[config.mk]
export PLATFORM = sky130hd
export DESIGN_NAME = data_rx_flat
export DESIGN_NICKNAME = d
export VERILOG_FILES = /design/src/rtl/data_rx_if.sv /design/src/rtl/data_rx.sv /design/src/flat_wrapper.sv
export SDC_FILE = /design/constraint.sdc
export NUM_CORES = 1
export LEC_CHECK = 0
export CORE_ASPECT_RATIO = 0.5
export CORE_UTILIZATION = 38
export CTS_CLUSTER_SIZE = 25
export DETAILED_ROUTE_END_ITERATION = 6
export PLACE_DENSITY = 0.58
export RECOVER_POWER = 25
export SKIP_CTS_REPAIR_TIMING = 1
export SLEW_MARGIN = 25
export SYNTH_ARGS = -nofsm -noshare
export SYNTH_HDL_FRONTEND = slang
export SYNTH_SLANG_ARGS = --single-unit
[constraint.sdc]
create_clock -name clk -period 5.04 [get_ports clk]
set_input_delay 1.008 -clock clk [delete_from_list [all_inputs] [get_ports clk]]
set_output_delay 1.008 -clock clk [all_outputs]
set_load 0.01 [all_outputs]
[src/rtl/data_rx_if.sv]
// data_rx bus: rx byte stream in, display write port and status out.
// The DUT side takes the slave view; the rx engine / bench take the master view.
interface data_rx_if #(
  parameter int ADDR_W = 11
) ();
  logic [7:0]        rx_data;
  logic              rx_valid;
  logic              rx_sof;
  logic              rx_eof;
  logic              online;
  logic [7:0]        disp_data;
  logic [ADDR_W-1:0] disp_addr;
  logic              disp_we;
  logic              pkt_ok;
  logic              pkt_err;
  logic              busy;

  modport master (
    output rx_data, rx_valid, rx_sof, rx_eof,
    input  online, disp_data, disp_addr, disp_we,
    input  pkt_ok, pkt_err, busy
  );

  modport slave (
    input  rx_data, rx_valid, rx_sof, rx_eof,
    output online, disp_data, disp_addr, disp_we,
    output pkt_ok, pkt_err, busy
  );
endinterface

[src/rtl/data_rx.sv]
// Server-to-client frame parser: TYPE, LEN, payload, XOR checksum.
// Tracks connection status and streams DISPLAY payload to the display buffer.
module data_rx #(
  parameter int MAX_LEN = 64,
  parameter int ADDR_W  = 11
) (
  input logic       clk,
  input logic       reset,
  data_rx_if.slave  bus
);

  typedef enum logic [2:0] {
    S_IDLE,
    S_LEN,
    S_PAY,
    S_CSUM,
    S_DROP
  } state_t;

  localparam logic [7:0] T_ACK  = 8'h01;
  localparam logic [7:0] T_DISC = 8'h02;
  localparam logic [7:0] T_DISP = 8'h10;
  localparam logic [7:0] MAXL   = 8'(MAX_LEN);

  state_t            state;
  logic [7:0]        typ;
  logic [7:0]        len;
  logic [7:0]        cnt;
  logic [7:0]        acc;
  logic [7:0]        hi;
  logic              online;
  logic [7:0]        disp_data;
  logic [ADDR_W-1:0] disp_addr;
  logic              disp_we;
  logic              pkt_ok;
  logic              pkt_err;
  logic              len_bad;

  logic [7:0] d;
  logic       v;
  logic       sof;
  logic       eof;

  assign d   = bus.rx_data;
  assign v   = bus.rx_valid;
  assign sof = bus.rx_sof;
  assign eof = bus.rx_eof;

  always_comb begin
    len_bad = 1'b1;
    unique case (1'b1)
      (typ == T_ACK),
      (typ == T_DISC): len_bad = (d != 8'd0);
      (typ == T_DISP): len_bad = (d < 8'd2) || (d > MAXL);
      default:         len_bad = 1'b1;
    endcase
  end

  always_ff @(posedge clk) begin
    if (!reset) begin
      state     <= S_IDLE;
      typ       <= '0;
      len       <= '0;
      cnt       <= '0;
      acc       <= '0;
      hi        <= '0;
      online    <= 1'b0;
      disp_data <= '0;
      disp_addr <= '0;
      disp_we   <= 1'b0;
      pkt_ok    <= 1'b0;
      pkt_err   <= 1'b0;
    end else begin
      pkt_ok  <= 1'b0;
      pkt_err <= 1'b0;
      disp_we <= 1'b0;
      // Address advances once the write it belongs to has been presented
      if (disp_we)
        disp_addr <= disp_addr + ADDR_W'(1);
      if (v) begin
        if (sof) begin
          // A DROP frame was already reported; only a live frame gets an abort error
          pkt_err <= eof || (state != S_IDLE && state != S_DROP);
          typ     <= d;
          acc     <= d;
          cnt     <= '0;
          state   <= eof ? S_IDLE : S_LEN;
        end else begin
          unique case (state)
            S_IDLE: ;
            S_LEN: begin
              len <= d;
              acc <= acc ^ d;
              if (eof) begin
                pkt_err <= 1'b1;
                state   <= S_IDLE;
              end else if (len_bad) begin
                pkt_err <= 1'b1;
                state   <= S_DROP;
              end else begin
                state <= (d != 8'd0) ? S_PAY : S_CSUM;
              end
            end
            S_PAY: begin
              acc <= acc ^ d;
              cnt <= cnt + 8'd1;
              if (eof) begin
                pkt_err <= 1'b1;
                state   <= S_IDLE;
              end else begin
                if (typ == T_DISP) begin
                  if (cnt == 8'd0) begin
                    hi <= d;
                  end else if (cnt == 8'd1) begin
                    disp_addr <= ADDR_W'({hi, d});
                  end else begin
                    disp_we   <= 1'b1;
                    disp_data <= d;
                  end
                end
                if (cnt == len - 8'd1)
                  state <= S_CSUM;
              end
            end
            S_CSUM: begin
              if (eof && d == acc) begin
                pkt_ok <= 1'b1;
                if (typ == T_ACK)
                  online <= 1'b1;
                if (typ == T_DISC)
                  online <= 1'b0;
                state <= S_IDLE;
              end else begin
                pkt_err <= 1'b1;
                state   <= eof ? S_IDLE : S_DROP;
              end
            end
            S_DROP: begin
              if (eof)
                state <= S_IDLE;
            end
            default: state <= S_IDLE;
          endcase
        end
      end
    end
  end

  assign bus.online    = online;
  assign bus.disp_data = disp_data;
  assign bus.disp_addr = disp_addr;
  assign bus.disp_we   = disp_we;
  assign bus.pkt_ok    = pkt_ok;
  assign bus.pkt_err   = pkt_err;
  assign bus.busy      = (state != S_IDLE);

endmodule
[src/flat_wrapper.sv]
// flat-port wrapper written by rule: the top's interface ports become plain ports
module data_rx_flat 
#(
  parameter int MAX_LEN = 64,
  parameter int ADDR_W  = 11
)
  (clk, reset, bus_rx_data, bus_rx_valid, bus_rx_sof, bus_rx_eof, bus_online, bus_disp_data, bus_disp_addr, bus_disp_we, bus_pkt_ok, bus_pkt_err, bus_busy);
  data_rx_if #(.ADDR_W(ADDR_W)) bus_i ();
  input logic clk;
  input logic reset;
  input wire logic [$bits(bus_i.rx_data)-1:0] bus_rx_data;
  input wire logic [$bits(bus_i.rx_valid)-1:0] bus_rx_valid;
  input wire logic [$bits(bus_i.rx_sof)-1:0] bus_rx_sof;
  input wire logic [$bits(bus_i.rx_eof)-1:0] bus_rx_eof;
  output wire logic [$bits(bus_i.online)-1:0] bus_online;
  output wire logic [$bits(bus_i.disp_data)-1:0] bus_disp_data;
  output wire logic [$bits(bus_i.disp_addr)-1:0] bus_disp_addr;
  output wire logic [$bits(bus_i.disp_we)-1:0] bus_disp_we;
  output wire logic [$bits(bus_i.pkt_ok)-1:0] bus_pkt_ok;
  output wire logic [$bits(bus_i.pkt_err)-1:0] bus_pkt_err;
  output wire logic [$bits(bus_i.busy)-1:0] bus_busy;
  assign bus_i.rx_data = bus_rx_data;
  assign bus_i.rx_valid = bus_rx_valid;
  assign bus_i.rx_sof = bus_rx_sof;
  assign bus_i.rx_eof = bus_rx_eof;
  assign bus_online = bus_i.online;
  assign bus_disp_data = bus_i.disp_data;
  assign bus_disp_addr = bus_i.disp_addr;
  assign bus_disp_we = bus_i.disp_we;
  assign bus_pkt_ok = bus_i.pkt_ok;
  assign bus_pkt_err = bus_i.pkt_err;
  assign bus_busy = bus_i.busy;
  data_rx #(.MAX_LEN(MAX_LEN), .ADDR_W(ADDR_W)) u_core (.clk(clk), .reset(reset), .bus(bus_i));
endmodule
After elaboration in Yosys (flattened, before gate mapping)
Cells that the tools add are included.
- flip-flop bits (word level): 61
- input bits: 13
- word-level logic and storage cells: 99
- $add $sub $neg: 3
- $lt $le $gt $ge: 2
- eq/ne operators: 14
- mux-type cells: 34
- bitwise logic cells: 10
- reductions and logical operators: 24
- operators with widths (cell ; number):
    11-bit two-way mux ; 8
    8-bit two-way mux ; 4
    3-bit two-way mux ; 8
    8-bit by 1-bit == test with 1-bit output, second input constant ; 2
    8-bit == test ; 2
    3-bit one-hot mux with 5 select lines ; 1
    11-bit by 1-bit adder with 11-bit output, second input constant ; 1
    1-bit two-way mux ; 11
    1-bit inverter ; 9
    8-bit by 1-bit adder with 8-bit output, second input constant ; 1
    8-bit by 2-bit == test with 1-bit output, second input constant ; 1
    8-bit by 5-bit == test with 1-bit output, second input constant ; 1
    8-bit by 7-bit greater-than comparator with 1-bit output, second input constant ; 1
    8-bit logical NOT ; 1
    8-bit by 2-bit less-than comparator with 1-bit output, second input constant ; 1
    2-bit AND reduction ; 4
    8-bit nonzero test ; 1
    8-bit by 1-bit subtractor with 8-bit output, second input constant ; 1
    8-bit bitwise XOR ; 1
    7-bit AND reduction ; 1
    7-bit OR reduction ; 1
    3-bit by 2-bit == test with 1-bit output, second input constant ; 2
    3-bit != test, second input constant ; 2
    6-bit AND reduction ; 1
    16 further kinds ; 21

Logic depth before layout (Yosys ltp)
Gate-level depths: netlist of run 1.
- depth in word-level cells: 9
- gate-level depth with buffers: 8
- mapped depth without buffers: 8

Worst setup path after synthesis of run 1
No wires, ideal clock.
- kind: input to register
- from: in bus_rx_eof
- to: reg u_core.disp_addr[10], in the netlist u_core.bus.disp_addr[10]
- arrival: 2437 ps
- data required time: 4924 ps
- setup slack: 2486 ps
- stages: 6
- path through: clkbuf_1 nor4b_1 nand3_2 or4_4 buf_6 o211a_1
- longest elaborated chain between the ends: 4
- ends and longest elaborated chain (item ; RTL line ; source):
    start, declared ; flat_wrapper.sv:14 ; input wire logic [$bits(bus_i.rx_eof)-1:0] bus_rx_eof;
    11-bit two-way mux ; data_rx.sv:107 ; if (eof) begin
    11-bit two-way mux ; data_rx.sv:89 ; unique case (state)
    11-bit two-way mux ; data_rx.sv:81 ; if (sof) begin
    11-bit two-way mux ; data_rx.sv:80 ; if (v) begin
    end signal, assigned ; data_rx.sv:79 ; disp_addr <= disp_addr + ADDR_W'(1);
    end signal, assigned ; data_rx.sv:115 ; disp_addr <= ADDR_W'({hi, d});
    end, declared ; data_rx.sv:33 ; logic [ADDR_W-1:0] disp_addr;
No other way between the ends.
A chain may end at the register's enable or synchronous reset.

Worst setup path after layout of run 1
- from: in bus_rx_valid
- to: reg u_core.disp_data[1], in the netlist u_core.bus.disp_data[1]
- longest elaborated chain between the ends: 1
- ends and longest elaborated chain (item ; RTL line ; source):
    start, declared ; flat_wrapper.sv:12 ; input wire logic [$bits(bus_i.rx_valid)-1:0] bus_rx_valid;
    7-bit AND reduction (no source line) ; -- ;
    end signal, assigned ; data_rx.sv:68 ; disp_data <= '0;
    end signal, assigned ; data_rx.sv:118 ; disp_data <= d;
    end, declared ; data_rx.sv:32 ; logic [7:0] disp_data;
No other way between the ends.

==> summary.txt, run 1 <==
Logic synthesis
  • Synth area leader: dfxtp_1
  • Yosys top cell area share: 35.6%
  • Post-Syn Area: 3430 um^2
  • Post-synth EDFFs: 0
  • Dominant synthesized flop cell: dfxtp_1
  • Area contributors post-synth: dfxtp_1, nand2_1, xor2_1
  • YS warnings: 0
  • Asr flop ratio synth: 0%
  • Synthesized instance count: 415
  • Yosys cell types: 55
  • Syn nets: 433
  • Mean post-synth cell area: 8.26 um^2
  • #FFs+latches synth: 61
  • Sequential area share after synthesis: 35.6%

Pwr
  • NetSw: 268 uW
  • Int Pwr: 957 uW
  • PwrDens: 298 nW/um^2
  • Combinational share of power: 7.5%
  • Peak VDD IR: 166 uV
  • Clock share of power: 51.6%
  • Switching share of power: 21.9%
  • Flop pwr share: 40.8%
  • Pleak: 1.66 nW
  • Total power: 1.23 mW

Clocking
  • Clock Tree Buf Depth: 2
  • Num Clock Sinks: 61
  • CTS tree: built
  • Clock root buffer: clkbuf_16
  • Worst-skew pair later-pin latency: 0.32 ns
  • Num CTS Buffers: 9
  • H-tree Lvls: 3
  • Clk pin slew, worst setup/hold paths: 0.05 ns

Final layout
  • Most frequent cells in the layout: nand2_1, dfxtp_1, nor2_1, o21ai_0
  • Filler cell count: 871
  • Fraction of layout cells with a size suffix above 1: 6.59%
  • FF+latch area: 1220 um^2
  • Most common cell after layout, fill and taps aside: nand2_1
  • Synth-to-Final Area Change: 20.0%
  • NumNets Final: 455
  • Post-route cell area: 4120 um^2
  • Fin util: 47.1%
  • Multi-input gate area: 2030 um^2
  • Diodes inserted: 0

Worst setup path
  • Critical Path Max Stage Delay: 0.87 ns
  • Crit path capture type: flip-flop
  • CP startpoint kind: primary input
  • CP cell instances: dlygate4sd3_1 -> and2b_1 -> and2_4 -> nand3_1 -> nor2_2 -> nand2_1 -> a21boi_1
  • Slowest CP cell: dlygate4sd3_1
  • WS Path Type: in2reg
  • Crit-path max FO: 17
  • Buf/Inv on CP: 1
  • CP top delay family: simple AND/OR/NAND/NOR gates
  • CP Data Required Time: 5.29 ns
  • Crit path DAT: 3.36 ns

Timing
  • Final Slew Violations: 0
  • Setup TNS: 0 ns
  • Final setup vio count: 0
  • Fmax: 321 MHz
  • RSZ-0062 raised after global routing: no
  • Fin crit period: 3.11 ns
  • Final Hold Vio Count: 0
  • Slew margin rel.: 44.5%
  • Worst slew pin tran: 0.828 ns
  • Setup Skew: 0.00560 ns
  • Final Hold Slack: 0.464 ns
  • Tcrit/Tclk final: 61.7%

Global routing
  • GRT Total Usage: 18.4%
  • Vias in the first global route: 2636
  • Pin count of the biggest net entering global routing: 40
  • Initial antenna violation count: 0
  • GR Overflow Total: 0
  • First-pass GRT wire length: 13400 um

Die
  • Die width: 136 um
  • Die area: 9430 um^2
  • Core footprint: 8740 um^2
  • Die height: 69.2 um
  • Row count: 24
  • IO Count: 37
  • Initial Util: 39.2%

Outcome
  • Status: finished clean

Place
  • Port bufs: 36
  • Post-DP Area: 3820 um^2
  • Post-DP HPWL: 5550 um
  • Gpl congestion: 0.804

Drt
  • Routed WL per cell: 14.4 um
  • DRT Pass-1 Iters: 4
  • DR vias: 2820
  • 1st-iter DRT viols: 170
  • Total Wirelength: 8020 um
  • Via density: 5.06
  • ANT nets after route: 0
  • Drc violations: 0

Run
  • Max Cap Viol: 0

Worst hold path
  • Hold Path Class: reg2reg
[worst paths after layout]
| kind | from | cells after the start | endpoint | slack, ns |
|---|---|---|---|---|
| worst max-delay path | bus_rx_valid | 7 | u_core.bus.disp_data[1] | 1.93 |
| worst min-delay path | u_core.typ[7] | 2 | u_core.typ[7] | 0.46 |
| worst max register to register | u_core.state[1] | 6 | u_core.bus.disp_data[1] | 2.91 |
| worst min register to register | u_core.typ[7] | 2 | u_core.typ[7] | 0.46 |
[power by group through the flow]
stage | sequential (mW) | combinational (mW) | clock [mW]
finish | 0.500 | 0.0924 | 0.632
global placement | 0.510 | 0.0929 | 0
floorplan | 0.508 | 0.0650 | 0
CTS | 0.500 | 0.0930 | 0.648
global route | 0.501 | 0.103 | 0.671
detailed placement | 0.510 | 0.0927 | 0
[synthesized netlist by cell type, types with 4 or more instances]
cell type,number
nand2_1,68
dfxtp_1,61
nor2_1,31
o21ai_0,30
clkbuf_1,18
xor2_1,18
nand3_1,17
a21boi_1,16
nor2b_1,15
xnor2_1,15
mux2i_1,13
inv_1,11
o211a_1,11
a21boi_0,10
a21oi_1,6
buf_2,6
nand4_1,6
ha_1,5
nor4_1,5
nor3_1,4
[sequential cells by signal, summed over array words and instances, names as in the netlist]
register and count:
u_core.len 8, u_core.bus.pkt_err 1, u_core.bus.disp_data 8, u_core.acc 8, u_core.state 3, u_core.typ 8
u_core.bus.disp_addr 11, u_core.cnt 8, u_core.bus.online 1, u_core.hi 3, u_core.bus.disp_we 1, u_core.bus.pkt_ok 1
[routing by layer]
metal | vias up | GRT usage [%] | wire, um
met5 | - | 0 | 0
met4 | 0 | 4.69 | 16
met3 | 3 | 5.99 | 403
met2 | 47 | 26.6 | 3380
met1 | 1304 | 26.0 | 4220
li1 | 1466 | - | -
[worst min-delay path, cell delays in order, from the launching register on]
cell      delay, ns
dfxtp_1        0.30
nand2_1        0.05
a21boi_0       0.06
[stage by stage]
step | worst slack [ns] | std cells
detailed placement | 1.66 | 543
CTS | 1.99 | 557
finish | 1.93 | 557
global placement | 1.67 | 543
global route | 1.70 | 557
floorplan | 2.49 | 415
[cells by family (layout without fill, tap and decap cells)]
kind of cell | Yosys count | count (layout) | synth area share (%)
adder cells (fa/ha/maj) | 5 | 5 | 1.82
AND/OR/NAND/NOR | 170 | 170 | 24.7
multiplexers | 14 | 14 | 4.23
XOR/XNOR | 34 | 34 | 8.90
buffers and inverters | 39 | 64 | 5.25
flip-flops | 61 | 61 | 35.6
AO/OA/AOI/OAI | 92 | 92 | 19.5
[layout make-up]
cell class,instances,share of cell area (%)
clock inverter,2,1.46
inverter,11,1.00
multi-input combinational,315,49.3
tap,117,3.56
timing repair buffer,39,9.30
clock buffer,12,5.74
sequential,61,29.7
Power figures use the tool's default switching activity.
==> run 2: changes to the inputs <==
Clock period 5.04 ns to 2.95 ns, I/O delays scaled along.
==> summary.txt, run 2 (synthesis results as in run 1) <==
Worst setup path
  • WS Path Type: in2reg
  • Crit-path max FO: 22 (+5)
  • Slowest CP cell: or4_4
  • Critical Path Max Stage Delay: 0.58 ns (-0.29 ns)
  • Crit path DAT: 2.72 ns (-0.64 ns)
  • CP Data Required Time: 3.17 ns (-2.12 ns)
  • Buf/Inv on CP: 1 (unchanged)
  • Crit path capture type: flip-flop
  • CP cell instances: clkdlybuf4s50_1 -> nor4b_1 -> nand3_2 -> or4_4 -> o211a_1
  • CP startpoint kind: primary input
  • CP top delay family: simple AND/OR/NAND/NOR gates

Die
  • Row count: 24 (unchanged)
  • IO Count: 37 (unchanged)
  • Die area: 9430 um^2 (unchanged)
  • Die width: 136 um (unchanged)
  • Initial Util: 39.2% (unchanged)
  • Core footprint: 8740 um^2 (unchanged)
  • Die height: 69.2 um (unchanged)

Final layout
  • Diodes inserted: 0 (unchanged)
  • Post-route cell area: 4210 um^2 (+2.3%)
  • Max reg flops: 11 (unchanged)
  • Fraction of layout cells with a size suffix above 1: 10.5% (+3.9 points)
  • Synth-to-Final Area Change: 22.8%
  • Most common cell after layout, fill and taps aside: nand2_1
  • Largest register by flop count: u_core.bus.disp_addr
  • Most frequent cells in the layout: nand2_1, dfxtp_1, nor2_1, o21ai_0
  • NumNets Final: 470 (+3.3%)

Drt
  • Routed WL per cell: 14.8 um (+2.8%)
  • Total Wirelength: 8500 um (+6.0%)
  • 1st-iter DRT viols: 204 (+20%)
  • ANT nets after route: 0 (unchanged)
  • Via density: 5.10 (+0.82%)
  • Drc violations: 0 (unchanged)
  • DR vias: 2930 (+3.9%)
  • DRT Pass-1 Iters: 4 (unchanged)

Run
  • Max Cap Viol: 0 (unchanged)

Clocking
  • Num CTS Buffers: 9 (unchanged)
  • H-tree Lvls: 3 (unchanged)
  • Worst-skew pair later-pin latency: 0.33 ns (about the same)
  • Clk pin slew, worst setup/hold paths: 0.05 ns (about the same)
  • Num Clock Sinks: 61 (unchanged)
  • Clock Tree Buf Depth: 2 (unchanged)
  • CTS tree: built
  • Clock root buffer: clkbuf_16

Place
  • Post-DP Area: 3930 um^2 (+2.9%)
  • Port bufs: 36 (unchanged)
  • Post-DP HPWL: 6150 um (+11%)
  • Gpl congestion: 0.822 (+2.2%)

Pwr
  • Peak VDD IR: 283 uV (+70%)
  • Pleak: 1.73 nW (+4.1%)
  • PwrDens: 478 nW/um^2 (+61%)

Outcome
  • Status: finished clean

Timing
  • Setup TNS: 0 ns (unchanged)
  • Worst slew pin tran: 0.855 ns (+0.0274 ns)
  • Final setup vio count: 0 (unchanged)
  • Final Slew Violations: 0 (unchanged)
  • Slew margin rel.: 42.6% (-1.8 points)
  • RSZ-0062 raised after global routing: no
  • Final Hold Vio Count: 0 (unchanged)
  • Fmax: 401 MHz
  • Fin crit period: 2.49 ns
  • Tcrit/Tclk final: 84.4%
  • Setup Skew: 0.00564 ns (+0.0000351 ns)

Global routing
  • Initial antenna violation count: 0 (unchanged)
  • GRT Total Usage: 19.5% (+1.2 points)
  • GR Overflow Total: 0 (unchanged)
  • First-pass GRT wire length: 13900 um (+3.5%)
  • Vias in the first global route: 2665 (+1.1%)
  • Pin count of the biggest net entering global routing: 30 (-25%)

Worst hold path
  • Hold Path Class: reg2reg
[run 2: cell types whose count changed in the layout (fill, tap and decap cells not counted)]
cell        before  now
clkbuf_1         3    1
bufinv_16        2    0
clkbuf_8         0    2
buf_4            3   18
clkinv_2         0    3
clkinvlp_4       0    1
[run 2: power breakdown]
group	internal (mW)	switching, mW
combinational	0.0761	0.100
clock	0.609	0.372
sequential	0.840	0.0148
total	1.53	0.487
[run 2: worst paths after layout]
| kind | start | end | slack [ns] | depth (start not counted) |
|---|---|---|---|---|
| worst max-delay path | bus_rx_eof | u_core.bus.disp_addr[7] | 0.46 | 5 |
| worst min-delay path | u_core.typ[2] | u_core.typ[2] | 0.46 | 2 |
| worst max register to register | u_core.state[1] | u_core.bus.disp_addr[7] | 0.83 | 5 |
| worst min register to register | u_core.typ[2] | u_core.typ[2] | 0.46 | 2 |
[run 2: worst register-to-register path, delay by kind of cell, from the launching register on]
kind	cells	cell delay, ns
simple gates	4	1.18
flops	1	0.57
compound gates	1	0.26
[run 2: cell type report]
| cell class | count | area [um^2] |
|---|---|---|
| Clock buffer | 12 | 256 |
| Clock inverter | 4 | 22.5 |
| Fill cell | 861 | 4530 |
| Inverter | 11 | 41.3 |
| Multi-Input combinational cell | 315 | 2030 |
| Sequential cell | 61 | 1220 |
| Tap cell | 117 | 146 |
| Timing Repair Buffer | 54 | 495 |
[run 2: metrics by stage]
stage	total power [mW]	setup slack (ns)	utilization, %	instances	hold slack (ns)
3_3_place_gp	1.05	0.146	45.0	558	0.456
3_5_place_dp	1.05	0.162	45.0	558	0.458
6_report	2.01	0.459	48.2	574	0.462
2_1_floorplan	0.979	0.814	-	415	0.443
4_1_cts	2.03	0.490	48.2	574	0.466
5_1_grt	2.09	0.346	48.2	574	0.496
[run 2: per-layer routing]
layer  share of wire, %  track usage (%)  routed length [um]  vias up
li1                   -                -                   -     1498
met1                 53             28.6                4540     1367
met2                 42             27.2                3530       57
met3                4.2             5.12                 355        8
met4               0.82             6.79                  70        0
met5                  0                0                   0        -
